===== config.mk =====
export PLATFORM = sky130hd
export DESIGN_NAME = mem_ctrl
export DESIGN_NICKNAME = d
export VERILOG_FILES = /design/src/rtl/mem_ctrl.sv
export SDC_FILE = /design/constraint.sdc
export NUM_CORES = 1
export LEC_CHECK = 0
export ABC_CLOCK_PERIOD_IN_PS = 4100
export CAP_MARGIN = 10
export CELL_PAD_IN_SITES_DETAIL_PLACEMENT = 0
export CELL_PAD_IN_SITES_GLOBAL_PLACEMENT = 1
export CORE_ASPECT_RATIO = 1.4
export CORE_UTILIZATION = 37
export CTS_CLUSTER_SIZE = 40
export DETAILED_ROUTE_END_ITERATION = 16
export GPL_TIMING_DRIVEN = 0
export MAX_ROUTING_LAYER = met4
export PLACE_DENSITY_LB_ADDON = 0.15
export SYNTH_ARGS = -nofsm -noshare
export SYNTH_HDL_FRONTEND = slang
export SYNTH_SLANG_ARGS = --single-unit

===== constraint.sdc =====
create_clock -name clk -period 4.1 [get_ports clk]
set_clock_uncertainty 0.05 [all_clocks]
set_input_delay 0.82 -clock clk [delete_from_list [all_inputs] [get_ports clk]]
set_output_delay 0.82 -clock clk [all_outputs]
set_load 0.01 [all_outputs]

===== src/rtl/mem_ctrl.sv =====
// mem_ctrl: turns icache word fetches and LSB byte/half/word accesses into
// single-byte cycles on a shared synchronous RAM/IO port; LSB wins arbitration.
module mem_ctrl #(
    parameter logic [1:0] IO_HI = 2'b11
) (
    input  logic        clk,
    input  logic        rst,
    input  logic        rdy,
    input  logic        ic_ena,
    input  logic [31:0] ic_addr,
    output logic        ic_valid,
    output logic [31:0] ic_data,
    input  logic        lsb_ena,
    input  logic        lsb_wr,
    input  logic [1:0]  lsb_len,
    input  logic [31:0] lsb_addr,
    input  logic [31:0] lsb_wdata,
    output logic        lsb_valid,
    output logic [31:0] lsb_rdata,
    input  logic [7:0]  mem_din,
    output logic [7:0]  mem_dout,
    output logic [31:0] mem_a,
    output logic        mem_wr,
    input  logic        io_buffer_full
);
    typedef enum logic [1:0] {S_IDLE, S_IFETCH, S_LOAD, S_STORE} state_t;

    state_t      r_state, w_state_nxt;
    logic [31:0] r_addr, w_addr_nxt;
    logic [31:0] r_wdata, w_wdata_nxt;
    logic [2:0]  r_n, w_n_nxt;
    logic [2:0]  r_iss, w_iss_nxt;
    logic [2:0]  r_cap, w_cap_nxt;
    logic        r_pend, w_pend_nxt;
    logic        r_replay, w_replay_nxt;
    logic [31:0] r_buf, w_buf_nxt;
    logic        r_ic_valid, w_ic_valid_nxt;
    logic [31:0] r_ic_data, w_ic_data_nxt;
    logic        r_lsb_valid, w_lsb_valid_nxt;
    logic [31:0] r_lsb_rdata, w_lsb_rdata_nxt;

    logic [31:0] w_mem_a;
    logic [7:0]  w_mem_dout;
    logic        w_mem_wr;
    logic        w_stall;
    logic        w_accept;
    logic        w_issue;
    logic [2:0]  w_lsb_n;
    logic [31:0] w_iss_addr;
    logic [31:0] w_cap_addr;

    assign w_lsb_n    = (lsb_len == 2'b00) ? 3'd1 : (lsb_len == 2'b01) ? 3'd2 : 3'd4;
    assign w_iss_addr = r_addr + {29'd0, r_iss};
    assign w_cap_addr = r_addr + {29'd0, r_cap};
    assign w_stall    = (r_addr[17:16] == IO_HI) && io_buffer_full;
    assign w_accept   = rdy && !r_ic_valid && !r_lsb_valid;
    assign w_issue    = (r_iss < r_n);

    always_comb begin
        w_state_nxt     = r_state;
        w_addr_nxt      = r_addr;
        w_wdata_nxt     = r_wdata;
        w_n_nxt         = r_n;
        w_iss_nxt       = r_iss;
        w_cap_nxt       = r_cap;
        w_pend_nxt      = r_pend;
        w_replay_nxt    = r_replay;
        w_buf_nxt       = r_buf;
        w_ic_valid_nxt  = r_ic_valid;
        w_ic_data_nxt   = r_ic_data;
        w_lsb_valid_nxt = r_lsb_valid;
        w_lsb_rdata_nxt = r_lsb_rdata;
        w_mem_a         = 32'd0;
        w_mem_dout      = 8'd0;
        w_mem_wr        = 1'b0;

        // Valid strobes last one active cycle; a pause freezes them with everything else.
        if (rdy) begin
            w_ic_valid_nxt  = 1'b0;
            w_lsb_valid_nxt = 1'b0;
        end

        case (r_state)
            S_IDLE: begin
                if (w_accept && (lsb_ena || ic_ena)) begin
                    w_iss_nxt    = 3'd0;
                    w_cap_nxt    = 3'd0;
                    w_pend_nxt   = 1'b0;
                    w_replay_nxt = 1'b0;
                    w_buf_nxt    = 32'd0;
                    if (lsb_ena) begin
                        w_state_nxt = lsb_wr ? S_STORE : S_LOAD;
                        w_addr_nxt  = lsb_addr;
                        w_wdata_nxt = lsb_wdata;
                        w_n_nxt     = w_lsb_n;
                    end else begin
                        w_state_nxt = S_IFETCH;
                        w_addr_nxt  = ic_addr;
                        w_n_nxt     = 3'd4;
                    end
                end
            end

            S_IFETCH, S_LOAD: begin
                if (r_replay)
                    w_mem_a = w_cap_addr;
                else if (w_issue)
                    w_mem_a = w_iss_addr;

                if (!rdy) begin
                    // The RAM keeps reading whatever mem_a shows, so the byte in flight is lost.
                    if (r_pend)
                        w_replay_nxt = 1'b1;
                end else if (r_replay) begin
                    w_replay_nxt = 1'b0;
                    w_pend_nxt   = 1'b1;
                end else begin
                    w_pend_nxt = w_issue;
                    if (w_issue)
                        w_iss_nxt = r_iss + 3'd1;
                    if (r_pend) begin
                        w_buf_nxt[{r_cap[1:0], 3'b000} +: 8] = mem_din;
                        w_cap_nxt = r_cap + 3'd1;
                        if (r_cap == r_n - 3'd1) begin
                            w_state_nxt = S_IDLE;
                            w_pend_nxt  = 1'b0;
                            if (r_state == S_IFETCH) begin
                                w_ic_valid_nxt = 1'b1;
                                w_ic_data_nxt  = w_buf_nxt;
                            end else begin
                                w_lsb_valid_nxt = 1'b1;
                                w_lsb_rdata_nxt = w_buf_nxt;
                            end
                        end
                    end
                end
            end

            S_STORE: begin
                w_mem_a    = w_iss_addr;
                w_mem_dout = r_wdata[{r_iss[1:0], 3'b000} +: 8];
                if (!w_stall) begin
                    w_mem_wr = rdy;
                    if (rdy) begin
                        w_iss_nxt = r_iss + 3'd1;
                        if (r_iss == r_n - 3'd1) begin
                            w_state_nxt     = S_IDLE;
                            w_lsb_valid_nxt = 1'b1;
                        end
                    end
                end
            end

            default: w_state_nxt = S_IDLE;
        endcase
    end

    always_ff @(posedge clk) begin
        if (rst) begin
            r_state     <= S_IDLE;
            r_addr      <= 32'd0;
            r_wdata     <= 32'd0;
            r_n         <= 3'd0;
            r_iss       <= 3'd0;
            r_cap       <= 3'd0;
            r_pend      <= 1'b0;
            r_replay    <= 1'b0;
            r_buf       <= 32'd0;
            r_ic_valid  <= 1'b0;
            r_ic_data   <= 32'd0;
            r_lsb_valid <= 1'b0;
            r_lsb_rdata <= 32'd0;
        end else begin
            r_state     <= w_state_nxt;
            r_addr      <= w_addr_nxt;
            r_wdata     <= w_wdata_nxt;
            r_n         <= w_n_nxt;
            r_iss       <= w_iss_nxt;
            r_cap       <= w_cap_nxt;
            r_pend      <= w_pend_nxt;
            r_replay    <= w_replay_nxt;
            r_buf       <= w_buf_nxt;
            r_ic_valid  <= w_ic_valid_nxt;
            r_ic_data   <= w_ic_data_nxt;
            r_lsb_valid <= w_lsb_valid_nxt;
            r_lsb_rdata <= w_lsb_rdata_nxt;
        end
    end

    assign ic_valid  = r_ic_valid;
    assign ic_data   = r_ic_data;
    assign lsb_valid = r_lsb_valid;
    assign lsb_rdata = r_lsb_rdata;
    assign mem_a     = w_mem_a;
    assign mem_dout  = w_mem_dout;
    assign mem_wr    = w_mem_wr;
endmodule


### Word-level counts from Yosys, hierarchy flattened

Index checks and enable logic that the tools add are counted.

| word-level totals | value |
|---|---|
| bits of input ports | 113 |
| flip-flop bits (word level) | 175 |
| output and inout bits | 107 |
| logic and storage cells | 126 |

| cells by class | value |
|---|---|
| equal/unequal tests | 17 |
| add/sub/neg operators | 6 |
| bitwise gates (word level) | 2 |
| reduce and logical (&&, ||, !) cells | 20 |
| muxes and demuxes | 64 |
| $lt $le $gt $ge | 1 |
| shift-type cells | 3 |

Operators with widths:

| operator | number |
|---|---|
| 32-bit 2-to-1 mux | 7 |
| 32-bit case mux with 2 select lines | 2 |
| 32-bit by 3-bit adder with 32-bit output | 2 |
| 3-bit 2-to-1 mux | 12 |
| 32-bit bitwise mux | 1 |
| 8-bit by 7-bit variable shift with 32-bit output, first input constant | 1 |
| 32-bit by 6-bit variable part select with 8-bit output | 1 |
| 8-bit by 7-bit variable part select with 32-bit output | 1 |
| 1-bit 2-to-1 mux | 26 |
| 2-bit 2-to-1 mux | 9 |
| 2-bit != test, second input constant | 9 |
| 6-bit AND reduction | 3 |
| 3-bit case mux with 3 select lines | 1 |
| 3-bit AND reduction | 3 |
| 8-bit 2-to-1 mux | 1 |
| 8-bit AND reduction | 1 |
| 5-bit negator with 7-bit output | 1 |
| 3-bit by 1-bit adder with 3-bit output, second input constant | 2 |
| 2-bit equality test, second input constant | 3 |
| 3-bit equality test | 2 |
| 1-bit case mux with 2 select lines | 3 |
| 2-bit case mux with 3 select lines | 1 |
| 3-bit case mux with 2 select lines | 1 |
| 5-bit AND reduction | 1 |
| other kinds (12) | 19 |

### Logic depth before layout (Yosys ltp)

| depth | value |
|---|---|
| word-level depth | 7 |
| gate-level depth with buffers | 10 |
| depth with buffers taken out | 9 |

### Worst setup path after synthesis

No wires, ideal clock.

| path | value |
|---|---|
| path type | flip-flop to output port |
| from | register r_cap[0] |
| to | output mem_a[28] |
| arrival time | 2,560 ps |
| required time | 3,230 ps |
| setup slack | 670 ps |
| stages on the path, launching flop included | 10 |
| path buffers | 0 |
| cell sequence | dfxtp_1 ha_1 inv_1 fa_1 nor2b_1 o21ai_0 or3_1 o22ai_1 a21oi_1 a311oi_1 |

| between the ends | value |
|---|---|
| word-level cells in the longest chain between the ends | 3 |

RTL lines:

| what | line | source |
|---|---|---|
| from (decl) | 33 | `logic [2:0] r_cap, w_cap_nxt;` |
| from (signal assigned) | 179 | `r_cap <= w_cap_nxt;` |
| 32-bit by 3-bit adder with 32-bit output | 54 | `assign w_cap_addr = r_addr + {29'd0, r_cap};` |
| 32-bit 2-to-1 mux | 105 | `if (r_replay)` |
| 32-bit case mux with 2 select lines | 83 | `case (r_state)` |
| to (decl) | 22 | `output logic [31:0] mem_a,` |

No other way between the ends.

### Worst setup path in the final report

| path | value |
|---|---|
| from | register r_iss[2] |
| to | output mem_a[4] |

| between the ends | value |
|---|---|
| word-level cells in the longest chain between the ends | 4 |
| elaborated cells on any way between the ends | 5 |
| those cells by class | add/sub: 1; order compare: 1; mux: 3 |

RTL lines:

| what | line | source |
|---|---|---|
| from (decl) | 32 | `logic [2:0] r_iss, w_iss_nxt;` |
| from (signal assigned) | 178 | `r_iss <= w_iss_nxt;` |
| 32-bit by 3-bit adder with 32-bit output / 3-bit < comparator (equally long branches) | 53, 57 |  |
| 32-bit 2-to-1 mux | 107 | `else if (w_issue)` |
| 32-bit 2-to-1 mux | 105 |  |
| 32-bit case mux with 2 select lines (*) | 83 |  |

Mark *: on every way between the ends. The rest lies on a longest branch, timed or not.

==> flow_summary.rst <==
.. list-table::
   :header-rows: 1

   * - Metric
     - Value
   * - Count of maximum capacitance violations
     - 0
   * - Synth warnings
     - 0
   * - Most frequently used flop master after synthesis
     - dfxtp_1
   * - Fmax
     - 247.0 MHz
   * - Later-pin clock latency in the skew report
     - 0.43 ns
   * - Global-route wire length before repair
     - 51.50 mm
   * - Instance area at placement
     - 0.01170 mm^2
   * - Slowest cell delay on critical path
     - 0.58 ns
   * - Share of synthesized registers carrying an async set or reset
     - 0%
   * - Seq/Total Area, Yosys
     - 38.29%
   * - Setup crit end kind
     - output pin
   * - Floorplan Core Area
     - 0.02414 mm^2
   * - Final Hold Slack
     - 0.3975 ns
   * - Floorplan die height
     - 188.1 um
   * - Port Buffers
     - 216
   * - Total congestion overflow after global routing
     - 0
   * - Cell area after synthesis
     - 0.009150 mm^2
   * - Starting DRC count in detailed routing
     - 502
   * - Maximum number of pins on one net before global-route repair
     - 21
   * - Fin Setup TNS
     - 0 ns
   * - Placer's final routability congestion estimate
     - 0.9099
   * - GRT Util Overall
     - 27.21%
   * - Share of the core filled with cells in the final layout
     - 52.54%
   * - Routed wire per std cell
     - 19.55 um
   * - Crit path kind
     - register to output pin
   * - Detail Route Antenna Nets
     - 0
   * - Max Fanout on Critical Path
     - 5
   * - RSZ-0062 raised after global routing
     - true
   * - Sequence of cells on the critical path
     - ha_1 > and3b_1 > a211o_1 > o21ai_4 > buf_4 > a22oi_1 > a211oi_1 > clkdlybuf4s50_1
   * - Setup crit start kind
     - register
   * - Worst path required time
     - 3.23 ns
   * - Routed via count divided by cell count
     - 5.541
   * - Min-Delay Endpoint
     - r_buf[27]
   * - Max clock buf depth
     - 2
   * - Post-Place Cells
     - 1,671
   * - Class of the tightest hold or removal check
     - register to register
   * - Total nets after synthesis
     - 1,282
   * - Non-filler instance count after layout
     - 1,711
   * - Antenna violations before repair
     - 1
   * - H-Tree Depth
     - 4
   * - TritonCTS Buffers
     - 17
   * - Period minus WS final
     - 4.049 ns
   * - Worst-case setup margin in the final layout
     - 0.05103 ns
   * - Final Slew Violations
     - 0
   * - Full die area
     - 0.02537 mm^2
   * - Number of global-route vias before repair
     - 9,282
   * - Leak pwr
     - 4.569 nW
   * - Starting density of the core
     - 37.90%
   * - Detailed-route wire length
     - 33.45 mm
   * - Pre-CTS WS
     - -0.6999 ns
   * - Router iterations before antenna repair
     - 5
   * - Top post-synthesis cells by area
     - dfxtp_1 38%, a211oi_1 9.1%, a21oi_1 7.8%
   * - Number of sinks handled by clock tree synthesis
     - 175
   * - Hold Path Cell Cnt
     - 2
   * - Number of register bits inferred by synthesis
     - 175
   * - Via total after detailed routing
     - 9,480
   * - Combined buffer and inverter count along the critical path
     - 2
   * - Endpoint arrival time on the critical path
     - 3.18 ns
   * - Final Hold Fails
     - 0
   * - Startpoint of the worst-slack reg-to-reg timing path
     - r_cap[1]
   * - Total power divided by cell area
     - 434.2 mW/mm^2
   * - TritonCTS clock tree
     - yes
   * - Avg Cell Area, Syn
     - 7.991 um^2
   * - Slew at the pin closest to its max-slew limit
     - 0.9174 ns
   * - Commonest non-fill, non-tap cell in the layout
     - clkdlybuf4s50_1
   * - Setup Viol. Count Final
     - 0
   * - Worst hold path startpoint
     - r_buf[27]
   * - Io pins
     - 220
   * - Number of distinct library cell variants in the gate-level netlist after synthesis
     - 66
   * - Final net count
     - 1,524
   * - Summed area of non-filler cells in the final layout
     - 0.01269 mm^2
   * - Number of instances in the synthesized netlist
     - 1,145
   * - Clock edge transition at the registers on the reported setup and hold paths
     - 0.07 ns
   * - Root buffer selected by CTS
     - clkbuf_16
   * - Hold buffer count at CTS
     - 0
   * - Final period util
     - 98.76%
   * - Post-DP HPWL
     - 24.97 mm
   * - Relative max-transition margin
     - 38.37%
   * - Peak ir drop on the vdd network
     - 0.0003018 V
   * - Most used cells in the layout excluding fill and tap cells
     - 189 x clkdlybuf4s50_1, 168 x dfxtp_1, 141 x a21oi_1
   * - Family with the most delay on the worst path
     - compound AO/OA/AOI/OAI gates
   * - Layout overhead on the synthesized area
     - 38.64%
   * - Capturing point of the worst reg2reg path
     - r_buf[1]
   * - Site Rows
     - 67
   * - Number of synthesized flops with an enable pin
     - 0
   * - Flop2flop setup slack
     - 1.35 ns
   * - Result of the run
     - completed
   * - Overall die width
     - 134.9 um
   * - Synth top area share
     - 38.29%
   * - Share of final-layout standard cells stronger than drive strength 1
     - 8.143%
   * - Cell type contributing the most total cell area after synthesis
     - dfxtp_1
   * - Total number of cells along the worst setup path
     - 8
   * - Total chip power
     - 5.508 mW
   * - Cell at the slowest stage of the critical path
     - clkdlybuf4s50_1
   * - Remaining DRCs
     - 0
   * - Worst r2r path cells
     - 7
==> synth_stat cells (all sizes together), types with 3 or more instances <==
library cell,n
or3,35
nor2b,35
mux2,3
and3,8
ha,22
nand3,17
xnor2,5
a31oi,7
mux2i,35
o21ai,30
a311oi,5
o221ai,3
a21oi,142
a211oi,112
nand4,11
nand2,133
or4,3
dfxtp,175
nor3,8
a22oi,10
o2111ai,4
clkbuf,70
and4,9
inv,22
nor2,142
nand2b,6
a21o,4
o22ai,10
buf,22
mux4,8
and2,13
==> cells by family (layout without fill, tap and decap cells) <==
| group | after synthesis | count (layout) | share of synthesized area [%] |
|---|---|---|---|
| adder cells (fa/ha/maj) | 24 | 24 | 3.446 |
| other | 0 | 1 | 0 |
| multiplexers | 46 | 46 | 6.167 |
| XOR/XNOR | 8 | 8 | 0.9162 |
| AND/OR/NAND/NOR | 428 | 428 | 21.95 |
| AO/OA/AOI/OAI | 349 | 349 | 24.24 |
| buffers and inverters | 115 | 370 | 4.991 |
| flip-flops | 175 | 175 | 38.29 |
==> cell type report <==
class,count,area (um^2)
fillers,2385,11460
multi-input cells,855,5359
flip-flops and latches,175,3520
repair buffers,227,2267
clock buffers,17,425.4
plain buffers,88,425.4
well taps,310,387.9
clock inverters,15,211.5
inverters,23,87.58
diodes,1,2.502
==> worst register-to-register path, stage by stage (launching register included) <==
cell	delay, ns
dfxtp_2	0.37
inv_1	0.21
ha_1	0.42
nand2_1	0.09
nor3_1	0.71
a21oi_1	0.30
or3_1	0.40
a21oi_1	0.14
==> how the worst max path moves through the flow <==
| stage | startpoint | endpoint | slack, ns |
|---|---|---|---|
| global route | r_state[0] | mem_a[4] | -0.09 |
| global placement | r_iss[0] | mem_a[25] | -0.69 |
| finish | r_iss[2] | mem_a[4] | 0.05 |
| CTS | r_addr[3] | mem_a[25] | 0.0006 |
| detailed placement | r_iss[0] | mem_a[25] | -0.70 |
| floorplan | r_cap[0] | mem_a[28] | 0.67 |
==> layer usage <==
layer,share of wire [%],GRT usage (%),vias to the layer above
li1,-,-,4618
met1,39,29.46,4479
met2,53,49.62,324
met3,5.1,3.920,59
met4,2.8,9.810,0
met5,0,-,-
==> sequential cells by signal, indices dropped and copies added (netlist names), named ones only <==
name / cells
lsb_valid: 1
lsb_rdata: 32
r_iss: 3
r_n: 3
r_buf: 32
r_pend: 1
r_replay: 1
r_addr: 32
ic_data: 32
r_state: 2
r_wdata: 32
r_cap: 3
==> where the power goes <==
group	internal [mW]	leakage, nW	switching [mW]
sequential	1.83	1.42	0.161
combinational	0.657	2.84	1.13
clock	0.895	0.304	0.830
==> what timing repair did <==
item / 4_1_cts / 5_1_grt
endpoints found under the setup margin: 32 / 21
buffers inserted: 9 / 1
cloned: 1 / 0
pin swaps: 7 / 3
resized for setup: 74 / 29
(Power assumes the default switching activity.)
